## src/rtl/micro_seq_pkg.sv

```systemverilog
`default_nettype none
// ============================================================================
// Module   : micro_seq_pkg
// Brief    : Opcodes, FSM states, beat-count table and ALU {M,S,CN} codes
//            shared by the micro-sequencer.
// Revision : 1.0 - initial release
// ============================================================================
package micro_seq_pkg;

    typedef enum logic [3:0] {
        OP_NOP  = 4'h0,
        OP_MOV1 = 4'h1,
        OP_MOV2 = 4'h2,
        OP_ADD  = 4'h3,
        OP_MOV3 = 4'h4,
        OP_SUB  = 4'h5,
        OP_AND  = 4'h6,
        OP_OR   = 4'h7,
        OP_XOR  = 4'h8,
        OP_HALT = 4'hF
    } op_e;

    typedef enum logic [1:0] {
        ST_IDLE  = 2'd0,
        ST_RUN   = 2'd1,
        ST_WAITP = 2'd2,
        ST_HALT  = 2'd3
    } state_e;

    // {M, S[3:0], CN} in 74181 terms; CN is active-low carry-in.
    localparam logic [5:0] ALU_PASS = 6'b1_1010_1;   // F = B
    localparam logic [5:0] ALU_ADD  = 6'b0_1001_1;   // F = A plus B
    localparam logic [5:0] ALU_SUB  = 6'b0_0110_0;   // F = A minus B
    localparam logic [5:0] ALU_AND  = 6'b1_1011_1;   // F = A & B
    localparam logic [5:0] ALU_OR   = 6'b1_1110_1;   // F = A | B
    localparam logic [5:0] ALU_XOR  = 6'b1_0110_1;   // F = A ^ B

    // Anything outside the defined opcode set executes as a NOP.
    function automatic op_e decode_op(input logic [3:0] raw);
        op_e op;
        case (raw)
            4'h1:    op = OP_MOV1;
            4'h2:    op = OP_MOV2;
            4'h3:    op = OP_ADD;
            4'h4:    op = OP_MOV3;
            4'h5:    op = OP_SUB;
            4'h6:    op = OP_AND;
            4'h7:    op = OP_OR;
            4'h8:    op = OP_XOR;
            4'hF:    op = OP_HALT;
            default: op = OP_NOP;
        endcase
        return op;
    endfunction

    function automatic logic [1:0] beat_count(input op_e op, input logic long_store);
        logic [1:0] n;
        case (op)
            OP_NOP, OP_HALT: n = 2'd1;
            OP_MOV3:         n = long_store ? 2'd3 : 2'd2;
            default:         n = 2'd2;
        endcase
        return n;
    endfunction

    function automatic logic is_alu_op(input op_e op);
        return (op == OP_ADD) || (op == OP_SUB) || (op == OP_AND) ||
               (op == OP_OR)  || (op == OP_XOR);
    endfunction

    function automatic logic [5:0] alu_code(input op_e op);
        logic [5:0] code;
        case (op)
            OP_ADD:  code = ALU_ADD;
            OP_SUB:  code = ALU_SUB;
            OP_AND:  code = ALU_AND;
            OP_OR:   code = ALU_OR;
            OP_XOR:  code = ALU_XOR;
            default: code = ALU_PASS;
        endcase
        return code;
    endfunction

endpackage
`default_nettype wire

```

## src/rtl/beat_timer.sv

```systemverilog
`default_nettype none
// ============================================================================
// Module   : beat_timer
// Brief    : One-hot T-state and beat (W) counters for the micro-sequencer.
// Revision : 1.0 - initial release
// ============================================================================
module beat_timer #(
    parameter int NT = 4,
    parameter int NW = 3
) (
    input  logic          clk,
    input  logic          rst,
    input  logic          clear,
    input  logic          wrap,
    input  logic          adv_t,
    input  logic          adv_w,
    output logic [NT-1:0] t,
    output logic [NW-1:0] w
);

    localparam logic [NT-1:0] T_FIRST = {{(NT-1){1'b0}}, 1'b1};
    localparam logic [NW-1:0] W_FIRST = {{(NW-1){1'b0}}, 1'b1};

    logic [NT-1:0] r_t;
    logic [NW-1:0] r_w;

    // clear > wrap > beat advance > T advance
    always_ff @(posedge clk) begin
        if (rst || clear) begin
            r_t <= '0;
            r_w <= '0;
        end else if (wrap) begin
            r_t <= T_FIRST;
            r_w <= W_FIRST;
        end else if (adv_w) begin
            r_t <= T_FIRST;
            r_w <= {r_w[NW-2:0], 1'b0};
        end else if (adv_t) begin
            r_t <= {r_t[NT-2:0], 1'b0};
        end
    end

    assign t = r_t;
    assign w = r_w;

endmodule
`default_nettype wire

```

## src/rtl/micro_seq_ctrl.sv

```systemverilog
`default_nettype none
// ============================================================================
// Module   : micro_seq_ctrl
// Brief    : Hard-wired micro-sequencer: T/W timing, opcode-driven beat count,
//            step mode, halt, and decoded datapath/memory/ALU strobes.
// Revision : 1.0 - initial release
// ============================================================================
module micro_seq_ctrl
    import micro_seq_pkg::*;
#(
    parameter int NT  = 4,
    parameter int NW  = 3,
    parameter int OPW = 4
) (
    input  logic           CLK,
    input  logic           RST,
    input  logic           RUN,
    input  logic           STEP,
    input  logic           P,
    input  logic [OPW-1:0] IR_OP,
    output logic [NT-1:0]  T,
    output logic [NW-1:0]  W,
    output logic           MA,
    output logic           RA,
    output logic           PB,
    output logic           RB,
    output logic           CPR0,
    output logic           CPR1,
    output logic           CPPC,
    output logic           CPIR,
    output logic           CPMAR,
    output logic           RDN,
    output logic           WRN,
    output logic           M,
    output logic [3:0]     S,
    output logic           CN,
    output logic           BUSY,
    output logic           HALTED
);

    localparam logic C_STORE_IN_W3 = (NW >= 3);

    state_e        r_state;
    state_e        w_state_nxt;
    op_e           r_opr;
    op_e           w_op_in;
    op_e           w_dec_op;
    logic [31:0]   w_ir_ext;
    logic [NT-1:0] w_t;
    logic [NW-1:0] w_w;
    logic          w_clear;
    logic          w_wrap;
    logic          w_adv_t;
    logic          w_adv_w;
    logic [1:0]    w_beats;
    logic          w_last_beat;
    logic          w_t1, w_t2, w_t3, w_tn;
    logic          w_w1, w_w2, w_w3;
    logic          w_mov3;
    logic          w_alu_act;
    logic          w_store;
    logic          w_mem_rd;

    beat_timer #(
        .NT(NT),
        .NW(NW)
    ) u_beat_timer (
        .clk   (CLK),
        .rst   (RST),
        .clear (w_clear),
        .wrap  (w_wrap),
        .adv_t (w_adv_t),
        .adv_w (w_adv_w),
        .t     (w_t),
        .w     (w_w)
    );

    assign w_t1 = w_t[0];
    assign w_t2 = w_t[1];
    assign w_tn = w_t[NT-1];
    assign w_w1 = w_w[0];
    assign w_w2 = w_w[1];

    generate
        if (NT >= 3) begin : g_t3_present
            assign w_t3 = w_t[2];
        end else begin : g_t3_absent
            assign w_t3 = 1'b0;
        end
        if (NW >= 3) begin : g_w3_present
            assign w_w3 = w_w[2];
        end else begin : g_w3_absent
            assign w_w3 = 1'b0;
        end
    endgenerate

    // Opcodes wider than 4 bits with any upper bit set are undefined.
    assign w_ir_ext = 32'(IR_OP);
    assign w_op_in  = (w_ir_ext[31:4] == 28'd0) ? decode_op(w_ir_ext[3:0]) : OP_NOP;

    // With NT=2 the end of W1 coincides with the OPR latch edge, so bypass it.
    assign w_dec_op = (w_w1 && w_t2) ? w_op_in : r_opr;
    assign w_beats  = beat_count(w_dec_op, C_STORE_IN_W3);

    always_comb begin
        case (w_beats)
            2'd1:    w_last_beat = w_w1;
            2'd2:    w_last_beat = w_w2;
            default: w_last_beat = w_w3;
        endcase
    end

    always_ff @(posedge CLK) begin
        if (RST) begin
            r_state <= ST_IDLE;
        end else begin
            r_state <= w_state_nxt;
        end
    end

    always_ff @(posedge CLK) begin
        if (RST) begin
            r_opr <= OP_NOP;
        end else if ((r_state == ST_RUN) && w_w1 && w_t2) begin
            r_opr <= w_op_in;
        end
    end

    always_comb begin
        w_state_nxt = r_state;
        w_clear     = 1'b0;
        w_wrap      = 1'b0;
        w_adv_t     = 1'b0;
        w_adv_w     = 1'b0;
        case (r_state)
            ST_IDLE: begin
                if (RUN) begin
                    w_state_nxt = ST_RUN;
                    w_wrap      = 1'b1;
                end
            end
            ST_RUN: begin
                if (!w_tn) begin
                    w_adv_t = 1'b1;
                end else if (w_w1 && (w_dec_op == OP_HALT)) begin
                    w_state_nxt = ST_HALT;
                    w_clear     = 1'b1;
                end else if (!w_last_beat) begin
                    w_adv_w = 1'b1;
                end else if (!RUN) begin
                    w_state_nxt = ST_IDLE;
                    w_clear     = 1'b1;
                end else if (STEP) begin
                    w_state_nxt = ST_WAITP;
                    w_clear     = 1'b1;
                end else begin
                    w_wrap = 1'b1;
                end
            end
            ST_WAITP: begin
                if (P) begin
                    w_state_nxt = ST_RUN;
                    w_wrap      = 1'b1;
                end
            end
            ST_HALT: begin
                w_state_nxt = ST_HALT;
            end
            default: begin
                w_state_nxt = ST_IDLE;
                w_clear     = 1'b1;
            end
        endcase
    end

    // Strobes decode only registered W/T/OPR; W and T are zero outside RUN.
    assign w_mov3    = (r_opr == OP_MOV3);
    assign w_alu_act = w_w2 && w_t1 && is_alu_op(r_opr);
    assign w_store   = w_mov3 && (C_STORE_IN_W3 ? (w_w3 && w_t1) : (w_w2 && w_tn));
    assign w_mem_rd  = (w_w1 && w_t2) || (w_w2 && w_t3 && w_mov3);

    assign CPMAR = (w_w1 && w_t1) || (w_w2 && w_t1 && w_mov3);
    assign CPIR  = w_w1 && w_t2;
    assign CPPC  = w_w1 && w_t3;
    assign PB    = w_w1 && (w_t1 || w_t3);
    assign MA    = w_mem_rd;
    assign RDN   = !w_mem_rd;
    assign RA    = w_alu_act;
    assign RB    = w_alu_act || w_store;
    assign CPR1  = w_alu_act;
    assign CPR0  = 1'b0;
    assign WRN   = !w_store;

    assign {M, S, CN} = w_alu_act ? alu_code(r_opr) : ALU_PASS;

    assign T      = w_t;
    assign W      = w_w;
    assign BUSY   = (r_state == ST_RUN);
    assign HALTED = (r_state == ST_HALT);

endmodule
`default_nettype wire
```

## config.mk

```make
export PLATFORM = sky130hd
export DESIGN_NAME = micro_seq_ctrl
export DESIGN_NICKNAME = d
export VERILOG_FILES = /design/src/rtl/micro_seq_pkg.sv /design/src/rtl/beat_timer.sv /design/src/rtl/micro_seq_ctrl.sv
export SDC_FILE = /design/constraint.sdc
export NUM_CORES = 1
export LEC_CHECK = 0
export BUFFER_PORTS_ARGS = -buffer_cell sky130_fd_sc_hd__buf_4
export CELL_PAD_IN_SITES_DETAIL_PLACEMENT = 0
export CELL_PAD_IN_SITES_GLOBAL_PLACEMENT = 2
export CORE_MARGIN = 2
export CORE_UTILIZATION = 25
export CTS_BUF_LIST = sky130_fd_sc_hd__clkbuf_8 sky130_fd_sc_hd__clkbuf_16
export DETAILED_ROUTE_END_ITERATION = 6
export PLACE_DENSITY_LB_ADDON = 0.12
export SYNTH_ARGS = -nofsm -noshare
export SYNTH_HDL_FRONTEND = slang
export SYNTH_SLANG_ARGS = --single-unit
```

## constraint.sdc

```tcl
create_clock -name CLK -period 2.2 [get_ports CLK]
set_clock_uncertainty 0.1 [all_clocks]
set_input_delay 0.11 -clock CLK [delete_from_list [all_inputs] [get_ports CLK]]
set_output_delay 0.11 -clock CLK [all_outputs]
set_load 0.05 [all_outputs]
```

# After elaboration in Yosys (flattened, before gate mapping)
# Memories as Yosys holds them, arrays and structs flattened.
# Index checks and enable logic that the tools add are counted.
word_totals:
  mem_bits_ro: 64
  register_bits: 13
  memories: 1
  elab_cells: 96
op_classes:
  n_eq_ne: 18
  n_mux: 38
  reduce_logical: 33
memory_table:
  columns: ["name", "words", "word_bits", "read_ports", "rd_clocked_by_memory_dff", "wr", "line_no", "rtl"]
  rows:
  - ["(no name shown)", 16, 4, 1, 0, 0, "micro_seq_pkg.sv:41", "case (raw)"]
ops:
  columns: ["cell", "n"]
  rows:
  - ["one-hot mux 6 bit (5 select lines)", 1]
  - ["two-way mux 1 bit", 24]
  - ["== test 4 x 3 -> 1 bit, second input constant", 5]
  - ["logical AND 1 bit", 14]
  - ["two-way mux 2 bit", 7]
  - ["logical OR 1 bit", 9]
  - ["== test 4 bit, second input constant", 2]
  - ["one-hot mux 2 bit (4 select lines)", 1]
  - ["== test 2 bit, second input constant", 3]
  - ["two-way mux 6 bit", 1]
  - ["AND reduction 5 bit", 1]
  - ["== test 2 x 1 -> 1 bit, second input constant", 2]
  - ["== test 4 x 2 -> 1 bit, second input constant", 1]
  - ["zero test 4 bit", 1]
  - ["two-way mux 4 bit", 1]
  - ["!= test 2 bit, second input constant", 2]
  - ["!= test 4 x 3 -> 1 bit, second input constant", 1]
  - ["one-hot mux 2 bit (2 select lines)", 1]
  - ["OR reduction 2 bit", 2]
  - ["!= test 3 x 1 -> 1 bit, second input constant", 1]
  - ["one-hot mux 1 bit (3 select lines)", 1]
  - ["nonzero test 3 bit", 1]
  - ["OR reduction 3 bit", 1]
  - ["zero test 1 bit", 2]
  - ["4 further kinds", 4]

# Logic depth before layout (Yosys ltp)
# Gate-level depths: netlist of run 1.
logic_depth:
  depth_word: 13
  ltp_mapped: 8

# Cells and area by module
# Synthesis of run 1 repeated with hierarchy kept, for this count alone.
unflattened:
  cells_unflattened: 137
  area_unflattened_um2: 1062.3
modules_own_cells:
  columns: ["mod", "cells_per_inst", "instances", "area_each_um2"]
  rows:
  - ["micro_seq_ctrl", 114, 1, 800.8]
  - ["beat_timer", 23, 1, 261.5]

# Worst setup path after synthesis of run 1
# No wires, ideal clock.
synth_timing:
  path_type: "flip-flop to output port"
  from: "register u_beat_timer.r_w[1], in the netlist u_beat_timer.w[1]"
  to: "output M"
  path_stages_with_launch: 6
  path_slack_ns: -0.814
  required_time_ns: 1.990
  arrival_ns: 2.804
  path_buffers: 0
  cell_sequence: "dfxtp_1 > nor2b_1 > nand3_1 > nor2_1 > or2_1 > nand3_1"
synth_via:
  elab_chain_len: 3
synth_rtl:
  columns: ["element", "line_no", "rtl"]
  rows:
  - ["from (decl)", "beat_timer.sv:25", "logic [NW-1:0] r_w;"]
  - ["from (signal assigned)", "beat_timer.sv:37", "r_w <= {r_w[NW-2:0], 1'b0};"]
  - ["logical AND 1 bit (2 in a row)", "micro_seq_ctrl.sv:178", "assign w_alu_act = w_w2 && w_t1 && is_alu_op(r_opr);"]
  - ["named net CPR1", "micro_seq_ctrl.sv:28", "output logic CPR1,"]
  - ["two-way mux 6 bit", "micro_seq_ctrl.sv:194", "assign {M, S, CN} = w_alu_act ? alu_code(r_opr) : ALU_PASS;"]
  - ["to (decl)", "micro_seq_ctrl.sv:34", "output logic M,"]
# The timed path passes the listed nets, and every way through them passes these cells.

# Final worst setup path of run 1
layout_timing:
  from: "register r_opr[1]"
  to: "output RB"
layout_via:
  elab_chain_len: 7
  elab_cells_between_ends: 13
layout_rtl:
  columns: ["element", "line_no", "rtl"]
  rows:
  - ["from (decl)", "micro_seq_ctrl.sv:45", "op_e r_opr;"]
  - ["from (signal assigned)", "micro_seq_ctrl.sv:125", "r_opr <= w_op_in;"]
  - ["== test 4 x 2 -> 1 bit / == test 4 x 3 -> 1 bit (equally long branches)", "micro_seq_pkg.sv:67", "return (op == OP_ADD) || (op == OP_SUB) || (op == OP_AND) ||"]
  - ["logical OR 1 bit (3 in a row)", "micro_seq_pkg.sv:67", null]
  - ["logical OR 1 bit", "micro_seq_pkg.sv:68", "(op == OP_OR) || (op == OP_XOR);"]
  - ["logical AND 1 bit", "micro_seq_ctrl.sv:178", null]
  - ["logical OR 1 bit *", "micro_seq_ctrl.sv:189", "assign RB = w_alu_act || w_store;"]
  - ["to (decl)", "micro_seq_ctrl.sv:26", "output logic RB,"]
# Mark *: on every way between the ends. The rest lies on a longest branch, timed or not.

==> results of run 1 <==
## power groups by stage
stage | sequential [mW] | clock (mW) | combinational, mW
floorplan | 0.266 | 0 | 0.0784
global placement | 0.257 | 0 | 0.126
detailed placement | 0.257 | 0 | 0.128
CTS | 0.252 | 0.222 | 0.128
global route | 0.252 | 0.238 | 0.138
finish | 0.251 | 0.214 | 0.127
## final cells by class
type	instances	area share (%)
clock buffer	3	3.06
timing repair buffer	38	21.1
tap	48	4.44
clock inverter	1	0.278
multi-input combinational	108	48.5
sequential	13	20.3
inverter	7	2.31
## cell usage in the layout (no fill, tap or decap), types with 3 or more instances in the layout
cell and n:
a21oi_1 13, nand3_1 8, nand2_1 18, clkbuf_8 3, nor2_1 11, nor3_1 3, inv_1 5, o211ai_1 3
dfxtp_2 5, and3_1 3, dfxtp_1 6, nand4_1 3, nor2b_1 3, buf_4 38
## synth_stat cells (all sizes together), types with 3 or more instances
cell type  instances
nand2             20
a21oi             13
dfxtp             13
nor2              12
nand3              9
clkbuf             8
inv                7
and3               4
buf                4
o21ai              4
or2                4
nand4              3
nor2b              3
nor3               3
o211ai             3
## logic make-up after synthesis
| logic type | synth area share (%) |
|---|---|
| AO/OA/AOI/OAI | 22.8 |
| XOR/XNOR | 0.898 |
| buffers and inverters | 8.33 |
| flip-flops | 26.7 |
| multiplexers | 3.59 |
| other | 0.384 |
| AND/OR/NAND/NOR | 37.3 |
## routing by layer
layer  up-vias  track usage (%)  part of all wire, %
met2        26             23.1                   45
met1       505             18.3                   49
met4         0             6.89                  1.8
met5         -                0                    0
met3         4             2.36                  4.3
li1        549                -                    -
## critical path, cell delays in order, from the launching register on
cell	delay, ps
dfxtp_4	390
nor2_1	80
nand3b_1	130
o21ai_1	80
and3_2	210
or2_2	340
nand2b_2	190
buf_4	180
## sequential cells by signal (all words and copies together) (netlist names)
| name | count |
|---|---|
| r_opr | 4 |
| u_beat_timer.t | 4 |
| u_beat_timer.w | 3 |
| r_state | 2 |
## path summary, 6_finish.rpt
kind                               endpoint  slack [ps]                           start
min reg2reg           r_opr[0]$_SDFFE_PP0P_         390           r_opr[0]$_SDFFE_PP0P_
min                   r_opr[0]$_SDFFE_PP0P_           1                             RST
max                                      RB         160           r_opr[1]$_SDFFE_PP0P_
max reg2reg  u_beat_timer.t[0]$_SDFFE_PP0P_         240  u_beat_timer.w[0]$_SDFFE_PP0P_
## timing repair
action,in CTS,in global routing
gates resized for setup,1,3
endpoints found under the setup margin,1,2
gates cloned,0,0
pin swaps,0,0
setup buffers,0,0
## metrics by stage
step	hold WS (ps)	std cells	worst slack, ps
CTS	6.74	218	70.3
finish	1.09	218	157
floorplan	192	140	13.2
detailed placement	269	214	151
global route	5.28	218	39.8
global placement	261	214	179
==> results.md, run 1 <==
* Status: finished, final reports clean
* Cell Rows at 22
* Longest Clk Path Bufs at 2
* Vias per inst at 4.97
* Crit path max fanout at 8
* Total grt overflow at 0
* Post-DP HPWL at 2.27 mm
* CORE AREA at 3720 sq um
* FILL cells at 405
* GRT Overall Usage at 14.3%
* Final Critical Period at 2040 ps
* DRT antenna net count at 0
* Multi-input gate area at 656 sq um
* Vias at 1084
* Ys flop type: dfxtp_1
* Hold depth at 2
* I/O pin total at 35
* Req. time, crit path at 1990 ps
* Setup tns final at 0 ps
* Sequential area share after synthesis at 26.7%
* Reg clk slew, reported paths at 50 ps
* Pins Over Slew Limit at 0
* Clk pwr share at 36.2%
* Post-DR wirelength/cell at 12.9 um
* Starting DRC count in detailed routing at 18
* Area growth, synth to finish at 38.5%
* Number of synthesized flops with an enable pin at 0
* Post-CTS Hold Fix Bufs at 0
* Die width at 66.5 um
* Async S/R FF share, synth at 0%
* Port Buffers at 33
* Design Area, Final at 1350 sq um
* Psw at 181 uW
* Cells after Synth at 140
* CTS tree: done
* Number of global-route vias before repair at 1037
* Die Ht at 66.5 um
* Count of final setup violators at 0
* First-pass GRT wire length at 4.81 mm
* Die ar. at 4420 sq um
* Final nets at 180
* Syn Nets at 149
* CP Launch Type: flip-flop
* Tightest Hold Check Type: in2reg
* Final hold vios at 0
* WL final at 2.82 mm
* Syn avg cell area at 6.97 sq um
* DP Area at 1300 sq um
* Layout cell share with drive strength beyond 1 at 36.5%
* Seq pwr share at 42.4%
* Fin crit share at 92.9%
* Max Cap Viol at 0
* Ant diodes at 0
* CTS root buf: clkbuf_8
* P_leak at 0.560 nW
* Clock Sinks at 13
* Fin util at 36.4%
* Share of the synthesized area in the top cell type at 26.7%
* RSZ-0062 raised after global routing: false
* Clk Latency, worst-skew pair at 250 ps
* Synth warn at 0
* Max VDD drop at 0.175 mV
* CP Data Arrival Time at 1830 ps
* Routability cong. at 0.736
* DRC at 0
* Pin count of the biggest net entering global routing at 11
* Initial antenna violation count at 0
* Worst reg2reg path depth at 7
* DR pass1 iterations at 4
* Most area-hungry cell type in the Yosys netlist: dfxtp_1
* #FFs+latches synth at 13
* Synth top area cells: dfxtp_1 27%, nand2_1 7.7%, a21oi_1 6.7%
* Post-synthesis cell type count at 42
* Htree depth at 1
* Critical setup path kind: reg2out
* Num CTS Buffers at 3
* Cell Area, Synth at 976 sq um
* Power density over the cells at 438 nW/um^2
* Total chip power at 591 uW
* FF+latch area at 274 sq um
* Gate power share at 21.4%
* Achievable Freq at 0.490 GHz
* Starting Density at 26.3%
* Switch share at 30.7%
* Critical path endpoint category: primary output
* Cell internal pwr at 410 uW
Note: power is estimated with default switching activity, not from simulation.
==> run 2, diff against run 1 <==
CORE_UTILIZATION = 27   (was 25)
clock period = 2.5 ns   (was 2.2 ns; I/O delays follow)
==> run 2 against run 1 <==
Global-route usage fell by 0.49 points. Setup slack improved by 150 ps. Sequential power fell by 11%. Register-to-register slack improved by 140 ps. Clock power fell by 9.8%. Clock-buffer cell count did not move. Cell count fell by 3.2%. Flip-flop and latch count did not move. Combinational power fell by 19%. Wire length fell by 3.5%.
==> results.md, run 2 (same netlist as run 1, synthesis figures left out) <==
* RSZ-0062 raised after global routing: false
* Area growth, synth to finish at 31.9%
* Starting DRC count in detailed routing at 67 (+49)
* Reg2reg end: u_beat_timer.t[0]$_SDFFE_PP0P_
* Port Buffers at 33 (unchanged)
* Crit-path cells: nor2_1 > nand3b_1 > o21ai_1 > and3_1 > or2_2 > nand2b_2 > buf_4
* Vias at 1085 (+0.092%)
* Clk Latency, worst-skew pair at 250 ps (about the same)
* Starting Density at 28.6% (+2.3 points)
* DR pass1 iterations at 4 (unchanged)
* Final Critical Period at 2190 ps
* Hold endpoint: r_opr[1]$_SDFFE_PP0P_
* DRT antenna net count at 0 (unchanged)
* Post-CTS setup buffers at 0 (unchanged)
* Total grt overflow at 0 (unchanged)
* Non-Filler Instances at 211 (-3.2%)
* Worst path buffer plus inverter count at 1 (unchanged)
* GRT Overall Usage at 13.8% (-0.49 points)
* Ant diodes at 0 (unchanged)
* Fin crit share at 87.8%
* Achievable Freq at 0.456 GHz
* CTS root buf: clkbuf_8
* P_leak at 0.532 nW (-5.1%)
* CP Launch Type: flip-flop
* Pin count of the biggest net entering global routing at 12 (+1)
* Reg2Reg Launch Point: u_beat_timer.w[0]$_SDFFE_PP0P_
* Routability cong. at 0.816 (+11%)
* Num CTS Buffers at 3 (unchanged)
* Tightest Hold Check Type: in2reg
* Post-CTS Hold Fix Bufs at 0 (unchanged)
* Die width at 64.1 um (-3.5%)
* Cell Rows at 21 (-4.5%)
* Multi-input gate area at 649 sq um (-0.95%)
* WL final at 2.72 mm (-3.5%)
* Htree depth at 1 (unchanged)
* Clock Sinks at 13 (unchanged)
* Reg clk slew, reported paths at 60 ps (about the same)
* CP max-delay cell: dfxtp_1
* Flop2flop setup slack at 380 ps (+140 ps)
* Dpl cells at 207 (-3.3%)
* First-pass GRT wire length at 4.52 mm (-6.0%)
* Critical path endpoint category: primary output
* Number of global-route vias before repair at 942 (-9.2%)
* CP Data Arrival Time at 1970 ps (+140 ps)
* Most frequent cells in the layout: 33 x buf_4, 20 x nand2_1, 13 x a21oi_1, 12 x dfxtp_1, 11 x nor2_1
* CP peak stage delay at 490 ps (+100 ps)
* Max VDD drop at 0.175 mV (-0.22%)
* Initial antenna violation count at 0 (unchanged)
* I/O pin total at 35 (unchanged)
* Longest Clk Path Bufs at 2 (unchanged)
* Worst Min Path Start: RST
* Pins Over Slew Limit at 0 (unchanged)
* Vias per inst at 5.14 (+3.4%)
* DRC at 0 (unchanged)
* Setup tns final at 0 ps (unchanged)
* Power density over the cells at 404 nW/um^2 (-7.6%)
* Critical setup path kind: reg2out
* FILL cells at 382 (-5.7%)
* Post-DP HPWL at 2.07 mm (-8.7%)
* Worst reg2reg path depth at 7 (unchanged)
* Most common cell after layout, fill and taps aside: buf_4
* Hold depth at 2 (unchanged)
* CTS resizes at 0 (-1)
* Status: finished, final reports clean
* FF+latch area at 262 sq um (-4.6%)
* Final hold vios at 0 (unchanged)
* Crit path max fanout at 8 (unchanged)
* Post-DR wirelength/cell at 12.9 um (-0.31%)
* Top delay family on crit path: simple AND/OR/NAND/NOR gates
* Die ar. at 4110 sq um (-7.0%)
* Req. time, crit path at 2280 ps (+290 ps)
* Final nets at 175 (-2.8%)
* Max Cap Viol at 0 (unchanged)
* Die Ht at 64.1 um (-3.5%)
* CORE AREA at 3420 sq um (-8.1%)
* CTS tree: done
* Count of final setup violators at 0 (unchanged)
* Layout cell share with drive strength beyond 1 at 29.1% (-7.4 points)
==> run 2: cell types whose count changed in the layout (fill, tap and decap cells not counted), sizes merged <==
cell	before	now
buf	38	33
==> run 2: how the worst max path moves through the flow <==
stage,from,end,slack [ps],cells past startpoint
global placement,u_beat_timer.w[0]$_SDFFE_PP0P_,u_beat_timer.w[0]$_SDFFE_PP0P_,430,7
detailed placement,u_beat_timer.w[0]$_SDFFE_PP0P_,u_beat_timer.t[0]$_SDFFE_PP0P_,400,7
floorplan,u_beat_timer.t[1]$_SDFFE_PP0P_,u_beat_timer.t[0]$_SDFFE_PP0P_,6,7
global route,r_opr[0]$_SDFFE_PP0P_,RB,200,7
CTS,r_opr[0]$_SDFFE_PP0P_,RB,310,7
finish,r_opr[0]$_SDFFE_PP0P_,RB,310,7
==> run 2: final cells by class <==
| class | instances | share of cell area, % |
|---|---|---|
| clock buffer | 3 | 3.21 |
| tap | 46 | 4.47 |
| clock inverter | 1 | 0.292 |
| inverter | 7 | 2.04 |
| sequential | 13 | 20.3 |
| timing repair buffer | 33 | 19.2 |
| multi-input combinational | 108 | 50.4 |
==> run 2: through the flow <==
stage	hold WS [ps]	power [mW]	area (sq um)	worst slack, ps	util [%]
2_1_floorplan	207	0.302	992	5.53	-
3_3_place_gp	272	0.332	1240	433	36.4
3_5_place_dp	268	0.332	1240	401	36.4
4_1_cts	2.75	0.530	1290	306	37.7
5_1_grt	20.5	0.545	1290	196	37.7
6_report	5.05	0.520	1290	306	37.7
==> run 2: worst register-to-register path, cell delays in order, from the launching register on <==
cell,delay (ps)
dfxtp_2,420
nand2_1,160
inv_2,150
mux2i_1,240
nor2_1,60
mux2_4,290
or4b_1,500
a31oi_1,140
==> run 2: power by group <==
part	internal, mW	switching (mW)
registers	0.213	0.0109
logic	0.0370	0.0663
clock network	0.109	0.0847
==> run 2: routing by layer <==
metal,routed length [um],vias to the layer above,part of all wire (%),track usage [%]
li1,-,541,-,-
met1,1320,495,48,19.6
met2,1180,45,43,20.1
met3,178,4,6.5,2.99
met4,46,0,1.7,5.59
met5,0,-,0,0
==> run 3, diff against run 2 <==
ABC_AREA = 1   (was unset)
==> run 3 against run 2 <==
Wire length rose by 16%. Worst hold slack improved by 52 ps. Cell count rose by 24%. Critical path depth rose by 6. Area after synthesis rose by 11%. Final area rose by 14%. Non-clock buffer count rose by 2. Synthesized cell count rose by 24%. Clock-buffer cell count did not move. Global-route usage rose by 1.7 points. Maximum frequency rose by 3.5%. Core utilization fell by 0.50 points.
==> results.md, run 3 <==
* Most area-hungry cell type in the Yosys netlist: dfxtp_1
* Achievable Freq at 0.472 GHz (+3.5%)
* Total chip power at 643 uW (+23%)
* Met3 GRT Util at 2.00% (-0.99 points)
* DP Area at 1410 sq um (+14%)
* Cell Rows at 23 (+9.5%)
* Pins Over Slew Limit at 0 (unchanged)
* DR pass1 iterations at 4 (unchanged)
* Post-DR wirelength/cell at 12.1 um (-6.5%)
* Die Ht at 67.4 um (+5.1%)
* I/O pin total at 35 (unchanged)
* Synth warn at 0 (unchanged)
* Psw at 249 uW (+54%)
* DRC at 0 (unchanged)
* Cell Area, Synth at 1090 sq um (+11%)
* Non-Filler Instances at 261 (+24%)
* Flop2flop setup slack at 380 ps (about the same)
* Starting DRC count in detailed routing at 45 (-33%)
* Longest Clk Path Bufs at 2 (unchanged)
* Clock Sinks at 13 (unchanged)
* Max VDD drop at 0.215 mV (+23%)
* Tightest Hold Check Type: in2reg
* Vias per inst at 4.57 (-11%)
* Clk pwr share at 30.5% (-6.7 points)
* Sequential area share after synthesis at 24.0% (-2.7 points)
* Seq pwr share at 36.4% (-6.6 points)
* Die ar. at 4550 sq um (+11%)
* Vias at 1194 (+10%)
* Most frequent cells in the layout: 41 x nand2_1, 34 x buf_4, 32 x inv_1, 21 x nor2_1, 13 x dfxtp_1
* Hold Slack at 57.2 ps (+52.1 ps)
* Cells after Synth at 174 (+24%)
* Post-synthesis cell type count at 26 (-38%)
* Cell internal pwr at 393 uW (+9.7%)
* Critical setup path kind: reg2reg
* Max Cap Viol at 0 (unchanged)
* Total grt overflow at 0 (unchanged)
* WL final at 3.15 mm (+16%)
* Die width at 67.4 um (+5.1%)
* Starting Density at 27.5% (-1.0 points)
* Gate power share at 33.1% (+13 points)
* DRT antenna net count at 0 (unchanged)
* Final nets at 221 (+26%)
* Grt met2 use at 23.6% (+3.6 points)
* CTS tree: done
* Ant diodes at 0 (unchanged)
* Pin count of the biggest net entering global routing at 9 (-3)
* Async S/R FF share, synth at 0% (unchanged)
* Design Area, Final at 1470 sq um (+14%)
* Dpl cells at 256 (+24%)
* Setup tns final at 0 ps (unchanged)
* GRT Overall Usage at 15.5% (+1.7 points)
* Initial antenna violation count at 0 (unchanged)
* Reg clk slew, reported paths at 60 ps (about the same)
* CP Launch Type: flip-flop
* Most common cell after layout, fill and taps aside: nand2_1
* Syn Nets at 183 (+23%)
* Power density over the cells at 438 nW/um^2 (+8.4%)
* Top post-synthesis cells by count: 41 x nand2_1, 31 x inv_1, 22 x nor2_1
* Area growth, synth to finish at 35.0%
* Ys flop type: dfxtp_1
* Post-DP HPWL at 2.60 mm (+26%)
* Final Critical Period at 2120 ps (-74.1 ps)
* Switch share at 38.8% (+7.7 points)
* P_leak at 0.736 nW (+38%)
* Status: finished, final reports clean
* First-pass GRT wire length at 5.26 mm (+16%)
* Layout cell share with drive strength beyond 1 at 30.8% (+1.7 points)
* #FFs+latches synth at 13 (unchanged)
* Routability cong. at 0.812 (-0.42%)
* Final hold vios at 0 (unchanged)
* Synth top area cells: dfxtp_1 24%, nand2_1 14%, inv_1 11%
* Gr busiest metal: met2
* Req. time, crit path at 2590 ps (+310 ps)
* Post-CTS setup buffers at 0 (unchanged)
* Number of synthesized flops with an enable pin at 0 (unchanged)
* Syn avg cell area at 6.24 sq um (-10%)
* Share of the synthesized area in the top cell type at 24.0% (-2.7 points)
* Critical path endpoint category: flip-flop
* Reg2Reg Launch Point: u_beat_timer.w[0]$_SDFFE_PP0P_
* Num CTS Buffers at 3 (unchanged)
* Htree depth at 1 (unchanged)
* Clk Latency, worst-skew pair at 250 ps (about the same)
* Number of global-route vias before repair at 1108 (+18%)
* RSZ-0062 raised after global routing: false
* CP startpoint: u_beat_timer.w[0]$_SDFFE_PP0P_
* Fin crit share at 84.8% (-3.0 points)
* Worst reg2reg path depth at 13 (+6)
* Crit path max fanout at 8 (unchanged)
* CP Data Arrival Time at 2210 ps (+240 ps)
* CORE AREA at 3940 sq um (+15%)
* Grt met1 use at 22.7% (+3.1 points)
* Critical Path End: u_beat_timer.w[1]$_SDFFE_PP0P_
* Reg2reg end: u_beat_timer.w[1]$_SDFFE_PP0P_
* CTS root buf: clkbuf_8
* Port Buffers at 33 (unchanged)
* Count of final setup violators at 0 (unchanged)
* Worst Min Path Start: P
* Most frequent cell after synthesis: nand2_1
==> run 3: cell count changes after synthesis, sizes merged, moves of 3 or more <==
cell | previous run | this run
inv | 7 | 33
and3 | 4 | 0
nand2 | 20 | 49
nor2 | 12 | 24
nand3 | 9 | 17
o211ai | 3 | 0
clkbuf | 8 | 0
nor3 | 3 | 6
nor2b | 3 | 0
o21ai | 4 | 8
a21oi | 13 | 10
or2 | 4 | 1
==> run 3: cell type report <==
| class | instances | area [sq um] |
|---|---|---|
| fillers | 437 | 2480 |
| multi-input cells | 126 | 707 |
| repair buffers | 35 | 265 |
| flip-flops and latches | 13 | 260 |
| inverters | 33 | 126 |
| well taps | 50 | 62.6 |
| clock buffers | 3 | 41.3 |
| clock inverters | 1 | 3.75 |
==> run 3: per-stage QoR <==
stage	utilization [%]	setup slack, ps
2_1_floorplan	-	-47.1
3_3_place_gp	35.8	452
3_5_place_dp	35.8	386
4_1_cts	37.2	365
5_1_grt	37.2	132
6_report	37.2	380
==> run 3: logic make-up after synthesis <==
kind of cell | share of synthesized area (%)
DFF | 24.0
AOI/OAI and AO/OA | 12.0
other | 0.345
and+or+nand+nor | 50.7
buffers and inverters | 13.0
==> run 3: power by group through the flow <==
stage          Sequential [mW]  Combinational, mW  Clock [mW]
2_1_floorplan            0.259              0.125           0
3_3_place_gp             0.238              0.213           0
3_5_place_dp             0.238              0.213           0
4_1_cts                  0.234              0.215       0.203
5_1_grt                  0.237              0.232       0.214
6_report                 0.234              0.213       0.196
==> run 3: what timing repair did <==
action / CTS / global route
endpoints found under the hold margin: 1 / 0
endpoints found under the setup margin: 0 / 0
gates resized for setup: 0 / 0
hold buffers: 1 / 0
==> run 3: how the worst min path moves through the flow <==
stage	endpoint	slack, ps	cells after the start
final	r_state[1]$_SDFFE_PP0P_	60	4
after global routing	r_state[1]$_SDFFE_PP0P_	70	4
after CTS	r_state[1]$_SDFFE_PP0P_	60	4
after detailed placement	r_state[1]$_SDFFE_PP0P_	200	2
after global placement	r_state[1]$_SDFFE_PP0P_	190	2
after floorplan	r_state[1]$_SDFFE_PP0P_	90	1
==> run 3: critical path, cell delays in order, from the launching register on <==
cell	delay, ps
dfxtp_1	510
nand2_4	140
inv_4	100
nand4_1	100
nand2_1	160
nand3_2	110
nor2_2	110
nor2_1	60
nand2_1	100
nor2_1	50
nand2_1	90
nand2_1	80
nand3b_2	220
nor2_1	100
==> run 3: metal layers <==
| layer | up-vias | routed length, um |
|---|---|---|
| li1 | 628 | - |
| met1 | 528 | 1640 |
| met2 | 33 | 1300 |
| met3 | 5 | 167 |
| met4 | 0 | 38 |
| met5 | - | 0 |
